===== config.mk =====
export PLATFORM = sky130hd
export DESIGN_NAME = mega_mul_seq
export DESIGN_NICKNAME = d
export VERILOG_FILES = /design/src/rtl/mega_mul_seq.sv
export SDC_FILE = /design/constraint.sdc
export NUM_CORES = 1
export LEC_CHECK = 0
export CORE_MARGIN = 2
export CORE_UTILIZATION = 56
export DETAILED_ROUTE_END_ITERATION = 10
export GPL_TIMING_DRIVEN = 0
export PLACE_DENSITY = 0.79
export SLEW_MARGIN = 20
export SYNTH_ARGS = -nofsm -noshare
export SYNTH_HDL_FRONTEND = slang
export SYNTH_SLANG_ARGS = --single-unit

===== constraint.sdc =====
create_clock -name clk -period 3.11 [get_ports clk]
set_clock_uncertainty 0.15 [all_clocks]
set_input_delay 0.933 -clock clk [delete_from_list [all_inputs] [get_ports clk]]
set_output_delay 0.933 -clock clk [all_outputs]
set_load 0.01 [all_outputs]

===== src/rtl/mega_mul_seq.sv =====
// mega_mul_seq: iterative shift-add sequencer for the MEGA multiply family
// (MUL/MULS/MULSU/FMUL/FMULS/FMULSU). It replaces the combinational 8x8
// multiplier on builds without DSP blocks. One adder/shifter datapath serves
// all six opcodes. Operands are reduced to magnitudes on entry, and sign and
// fraction correction happen in a single FIX state.
//
// Build option: MEGA_MUL_RADIX4_EN. When it is defined, RUN retires two
// multiplier bits per cycle and takes 4 cycles. When it is undefined, RUN is
// radix-2 and takes 8 cycles. Both builds give the same results and flags.
//
// Ports:
//   clk    core clock
//   rst    synchronous reset, active low
//   start  request, sampled only in IDLE
//   op     0 MUL, 1 MULS, 2 MULSU, 3 FMUL, 4 FMULS, 5 FMULSU (6/7 act as MUL)
//   rd     multiplicand, sampled with start
//   rr     multiplier, sampled with start
//   abort  flush the operation in flight (RUN/FIX only)
//   busy   high in RUN and FIX
//   done   one-cycle pulse; R/c_out/z_out are valid in that cycle
//   R      16-bit product
//   c_out  SREG.C result
//   z_out  SREG.Z result
module mega_mul_seq #(
  parameter string PLATFORM = "XILINX", // target family tag, no functional effect
  parameter bit    HOLD_RES = 1'b1      // 0: results clear the cycle after done
) (
  input  logic        clk,
  input  logic        rst,
  input  logic        start,
  input  logic [2:0]  op,
  input  logic [7:0]  rd,
  input  logic [7:0]  rr,
  input  logic        abort,
  output logic        busy,
  output logic        done,
  output logic [15:0] R,
  output logic        c_out,
  output logic        z_out
);

`ifdef MEGA_MUL_RADIX4_EN
  localparam int          CW   = 2;
  localparam logic [CW-1:0] LAST = 2'd3;
`else
  localparam int          CW   = 3;
  localparam logic [CW-1:0] LAST = 3'd7;
`endif

  // The platform string is only a tag. This empty block keeps it referenced.
  if (PLATFORM == "") begin : g_no_platform
  end

  typedef enum logic [1:0] {S_IDLE, S_RUN, S_FIX, S_DONE} state_t;
  state_t state, nxt;

  logic [7:0]    a_mag, b_mag;
  logic [15:0]   acc;
  logic [CW-1:0] cnt;
  logic          neg, frac;

  // Signedness of each operand for each opcode
  logic       rd_sgn, rr_sgn, frac_in;
  logic [7:0] a_in, b_in;
  always_comb begin
    rd_sgn  = 1'b0;
    rr_sgn  = 1'b0;
    frac_in = 1'b0;
    case (op)
      3'd1: begin rd_sgn = 1'b1; rr_sgn = 1'b1; end
      3'd2: rd_sgn = 1'b1;
      3'd3: frac_in = 1'b1;
      3'd4: begin rd_sgn = 1'b1; rr_sgn = 1'b1; frac_in = 1'b1; end
      3'd5: begin rd_sgn = 1'b1; frac_in = 1'b1; end
      default: ;
    endcase
    // The magnitude of 0x80 wraps to 0x80, which is correct as an unsigned 8-bit value.
    a_in = (rd_sgn && rd[7]) ? (8'd0 - rd) : rd;
    b_in = (rr_sgn && rr[7]) ? (8'd0 - rr) : rr;
  end

  // Add to the top half of acc, then shift right. Low product bits fall into
  // acc[7:0], so after the last step acc holds the full unsigned product.
  logic [15:0] acc_nxt;
  logic [7:0]  b_nxt;
`ifdef MEGA_MUL_RADIX4_EN
  logic [9:0] addend, sum;
  always_comb begin
    case (b_mag[1:0])
      2'd0:    addend = 10'd0;
      2'd1:    addend = {2'b00, a_mag};
      2'd2:    addend = {1'b0, a_mag, 1'b0};
      default: addend = {2'b00, a_mag} + {1'b0, a_mag, 1'b0};
    endcase
    sum     = {2'b00, acc[15:8]} + addend;
    acc_nxt = {sum, acc[7:2]};
    b_nxt   = b_mag >> 2;
  end
`else
  logic [8:0] sum;
  always_comb begin
    sum     = {1'b0, acc[15:8]} + (b_mag[0] ? {1'b0, a_mag} : 9'd0);
    acc_nxt = {sum, acc[7:1]};
    b_nxt   = b_mag >> 1;
  end
`endif

  // Sign and fraction fix-up
  logic [15:0] p, r_fix;
  always_comb begin
    p     = neg ? (16'd0 - acc) : acc;
    r_fix = frac ? {p[14:0], 1'b0} : p;
  end

  // Next-state logic
  always_comb begin
    nxt = state;
    case (state)
      S_IDLE: if (start) nxt = S_RUN;
      S_RUN:  if (abort) nxt = S_IDLE;
              else if (cnt == LAST) nxt = S_FIX;
      S_FIX:  nxt = abort ? S_IDLE : S_DONE;
      S_DONE: nxt = S_IDLE;
      default: nxt = S_IDLE;
    endcase
  end

  always_ff @(posedge clk) begin
    if (!rst) state <= S_IDLE;
    else      state <= nxt;
  end

  assign busy = (state == S_RUN) || (state == S_FIX);
  assign done = (state == S_DONE);

  // Datapath
  always_ff @(posedge clk) begin
    if (!rst) begin
      a_mag <= '0;
      b_mag <= '0;
      acc   <= '0;
      cnt   <= '0;
      neg   <= 1'b0;
      frac  <= 1'b0;
      R     <= '0;
      c_out <= 1'b0;
      z_out <= 1'b0;
    end else begin
      case (state)
        S_IDLE: if (start) begin
          a_mag <= a_in;
          b_mag <= b_in;
          neg   <= (rd_sgn & rd[7]) ^ (rr_sgn & rr[7]);
          frac  <= frac_in;
          acc   <= '0;
          cnt   <= '0;
        end
        S_RUN: begin
          acc   <= acc_nxt;
          b_mag <= b_nxt;
          cnt   <= cnt + 1'b1;
        end
        // An abort leaves the previous result visible.
        S_FIX: if (!abort) begin
          R     <= r_fix;
          c_out <= p[15];
          z_out <= (r_fix == 16'd0);
        end
        S_DONE: if (!HOLD_RES) begin
          R     <= '0;
          c_out <= 1'b0;
          z_out <= 1'b0;
        end
        default: ;
      endcase
    end
  end

endmodule


# Yosys cells after proc, flatten, opt, wreduce, memory -nomap -nowiden
# Index checks and enable logic that the tools add are counted.
# op_classes
add_sub_neg	5
n_bitwise	4
mux	19
n_reduce_logical	13
n_eq_ne	11
# op_table
operator	count
$mux 16	3
$mux 8	4
$pmux 16 s2	1
$logic_not 16->1	1
$pmux 8 s2	1
$sub 1x16->16 const A	1
$sub 1x8->8 const A	2
$add 8x8->9	1
$eq 3x3->1 const B	3
$mux 2	4
$pmux 2 s4	1
$reduce_and 2->1	4
$eq 3x2->1 const B	2
$pmux 3 s2	1
$eq 2x2->1 const B	2
$reduce_or 4->1	1
$add 3x1->3 const B	1
$eq 3x1->1 const B	1
$mux 1	3
$mux 3	1
$ne 3x3->1 const B	1
$reduce_or 3->1	1
$and 1x1->1	2
$eq 2x1->1 const B	1
other kinds (8)	9
# totals
wordCells	62
regBits	57
out_inout_bits	20

# Longest topological paths before layout
# depth
ltp_word	7
mapped_depth	10
mapped_depth_nobuf	10

# Worst setup path before layout
# Ideal clock, no wire load.
# synth_timing
path_type	register -> register
start	register acc[3]
end	register R[15]
setup_time_ns	0.117
arrival_time_ns	2.137
path_slack_ns	0.706
stages_incl_launch_ff	9
required_time_ns	2.843
path_cell_list	dfxtp_1 -> buf_6 -> or4_4 -> buf_6 -> or3_4 -> o311a_1 -> nor2_2 -> a21oi_1 -> a32o_1
# synth_via
elab_chain_cells	3
# synth_rtl
element	line	rtl
from (decl)	58	logic [15:0] acc;
from (signal assigned)	159	acc <= acc_nxt;
$sub 1x16->16	111	p = neg ? (16'd0 - acc) : acc;
$mux 16	111	
$mux 16	112	r_fix = frac ? {p[14:0], 1'b0} : p;
to (signal assigned)	165	R <= r_fix;
to (decl)	37	output logic [15:0] R,
# Every way passes these cells.
# A chain may end at the register's enable or synchronous reset.

# Final worst setup path
# layout_timing
start	register state[1]
end	output port busy
# layout_via
elab_chain_cells	2
word_cells_on_any_way	3
# layout_rtl
element	line	rtl
from (decl)	55	state_t state, nxt;
from (signal assigned)	130	else state <= nxt;
$eq 2x1->1 / $eq 2x2->1 (equally long branches)	133	assign busy = (state == S_RUN) || (state == S_FIX);
$logic_or 1x1->1 *	133	
to (decl)	35	output logic busy,
# Mark *: on every way between the ends. The rest lies on a longest branch, timed or not.

==> out/metrics.cfg <==
[cts]
cts_root_buf = clkbuf_8
clkSinkCount = 57
clk_pin_slew_worst_paths_ps = 70
htree_levels = 3
tritoncts = yes
cts_max_path_buffers = 2
cts-buffers-inserted = 9
cts.hold.buffers_added = 0
clock_latency_ps = 350
post_cts_buffers = 0
post_cts_resize_count = 0

[pwr]
ir_drop_mv = 0.319
total_power_uw = 1850
p_leak_uw = 0.00161
p_per_area_nw_per_um2 = 439

[routing]
dr.pass1.iters = 5
routedWlPerCell_um = 13.9
ant_nets = 0
drtIter0Drc = 144
viasPerCell = 5.69
drt_wl_total_um = 7970
drc = 0
via_count = 3253

[min_path]
hold_depth = 2
hold_end = b_mag[4]$_SDFFE_PN0P_
min_path_type = reg -> reg
min_from = b_mag[4]$_SDFFE_PN0P_

[setup_path]
critical_path.top_delay_family = buffers and inverters
crit_arrival_ps = 1630
timing_worst_setup_path_type = reg -> out
r2r_slack_ps = 440
crit_path_start_kind = register
slowest_delay_ps = 530
r2r_cells = 7
r2r_end = z_out$_SDFFE_PN0P_
r2r_start = acc[0]$_SDFFE_PN0P_
slowest_stage = clkdlybuf4s50_1
path_buf_inv = 2
path_cells = inv_1 > ha_1 > clkdlybuf4s50_1
cp_data_required_time_ps = 2030
endpoint_kind = primary output
path_max_fanout = 4

[synthesis]
synth-edff-count = 0
synth.net_count = 480
synth_top_area_cell = dfxtp_1
synth_common_cells = dfxtp_1 (57), nor2_1 (51), nand2_1 (41)
yosys-top-cells-area = dfxtp_1 (33%), ha_1 (6.1%), nor2_1 (5.5%)
synthDistinctLibCells = 55
async_reset_ff_share_pct = 0
yosysWarnings = 0
synth_top_area_share_pct = 32.9
syn_area_um2 = 3470
netlist_instances = 439
ys_seq_elements = 57
synth.most_common_cell = dfxtp_1
synth.yosys.seq_area_share_pct = 32.9
avgSynthCellArea_um2 = 7.91
synthFlopType = dfxtp_1

[grt]
grt_pass1_wl_um = 13100
use_met2_pct = 46.0
antenna_found_initial = 0
grt_overflow = 0
met3_usage_pct = 4.46
grt_pass1_vias = 2980
grt_busiest_layer = met2
grtUsageTotal_pct = 25.2
met1_usage_pct = 27.3
grt_max_degree = 12

[die]
die_width_um = 82.7
initial_core_util_pct = 58.3
row_count = 28
ios = 43
fp.dieArea_um2 = 6850
core-area_um2 = 5960
die_y_um = 82.7

[timing]
rsz0062_at_grt = no
fmax_ghz = 0.368
period_share_pct = 87.3
slew_headroom_pct = 57.7
final_max_slew_viol_count = 0
finalHoldViolCount = 0
worst_pin_slew_ps = 630
fin_tns_setup_ps = 0
fin_crit_ps = 2710
setup_viol = 0

[run]
cap_violations = 0

[outcome]
outcome = completed

[finish]
final_area_um2 = 4220
diodes = 0
drive_gt1_share_pct = 5.84
area_delta_synth_final_pct = 21.4
nets = 533
fin_cells = 572

[placed_design]
gp_congestion = 0.891
placedInstanceArea_um2 = 3990
numPortBuffers = 42
dp.final_hpwl_um = 6160
dp.cells = 556

[final cells by class]
class	count	area, µm²
inverters	22	82.6
plain buffers	28	123
multi-input cells	332	2130
clock inverters	6	91.3
repair buffers	42	420
flip-flops and latches	57	1140
clock buffers	10	138
well taps	75	93.8
fillers	501	1740
[tightest hold or removal path: stages, from the launching register on]
cell	delay, ps
dfxtp_1	310
nand2_1	50
a21oi_1	50
[worst max path at each step]
stage	start	end	slack (ps)	cells after the start
finish	state[1]$_SDFFE_PN0P_	busy	400	3
global route	acc[0]$_SDFFE_PN0P_	z_out$_SDFFE_PN0P_	210	7
CTS	state[1]$_SDFFE_PN0P_	busy	390	3
detailed placement	op[1]	b_mag[4]$_SDFFE_PN0P_	180	8
global placement	start	acc[10]$_SDFFE_PN0P_	210	6
floorplan	acc[3]$_SDFFE_PN0P_	R[15]$_SDFFE_PN0P_	710	8
[cells in the final DEF (no fill, tap or decap), types with 8 or more instances in the layout]
cell type	count
a21oi_1	31
a22oi_1	14
and2_1	11
clkbuf_1	22
clkbuf_8	10
clkdlybuf4s50_1	42
dfxtp_1	57
ha_1	17
inv_1	22
mux2i_1	11
nand2_1	41
nand2b_1	10
nand3_1	9
nor2_1	51
nor3_1	11
o211ai_1	9
o21ai_0	13
o31ai_1	8
or3_1	11
xnor2_1	16
xor2_1	10
[layer usage]
layer / vias up / share of wire [%]
met4: 0 / 2.7
li1: 1656 / -
met3: 17 / 5.3
met2: 86 / 50
met5: - / 0
met1: 1494 / 42
[metrics by stage]
stage | util [%] | hold WS, ps | worst slack [ps]
global placement | 66.9 | 285 | 215
finish | 70.8 | 296 | 396
global route | 70.8 | 313 | 212
detailed placement | 66.9 | 290 | 181
CTS | 70.8 | 297 | 390
floorplan | - | 277 | 706
[where the power goes]
group          internal [µW]  switching [µW]
Combinational            114             167
Sequential               759            17.7
Clock                    473             318
[flip-flops by register name, indices dropped and copies added (netlist names)]
signal / cells
frac: 1
R: 16
a_mag: 8
neg: 1
z_out: 1
b_mag: 8
state: 2
cnt: 3
c_out: 1
acc: 16
[kinds of logic after synthesis]
group           count (synthesis)  synth area share (%)
mux                            11                  3.17
fa+ha+maj                      18                  6.70
flops                          57                  32.9
xor+xnor                       26                  6.56
buf+inv                        50                  5.91
simple gates                  167                  23.6
compound gates                110                  21.2
Note: power is estimated with default switching activity, not from simulation.
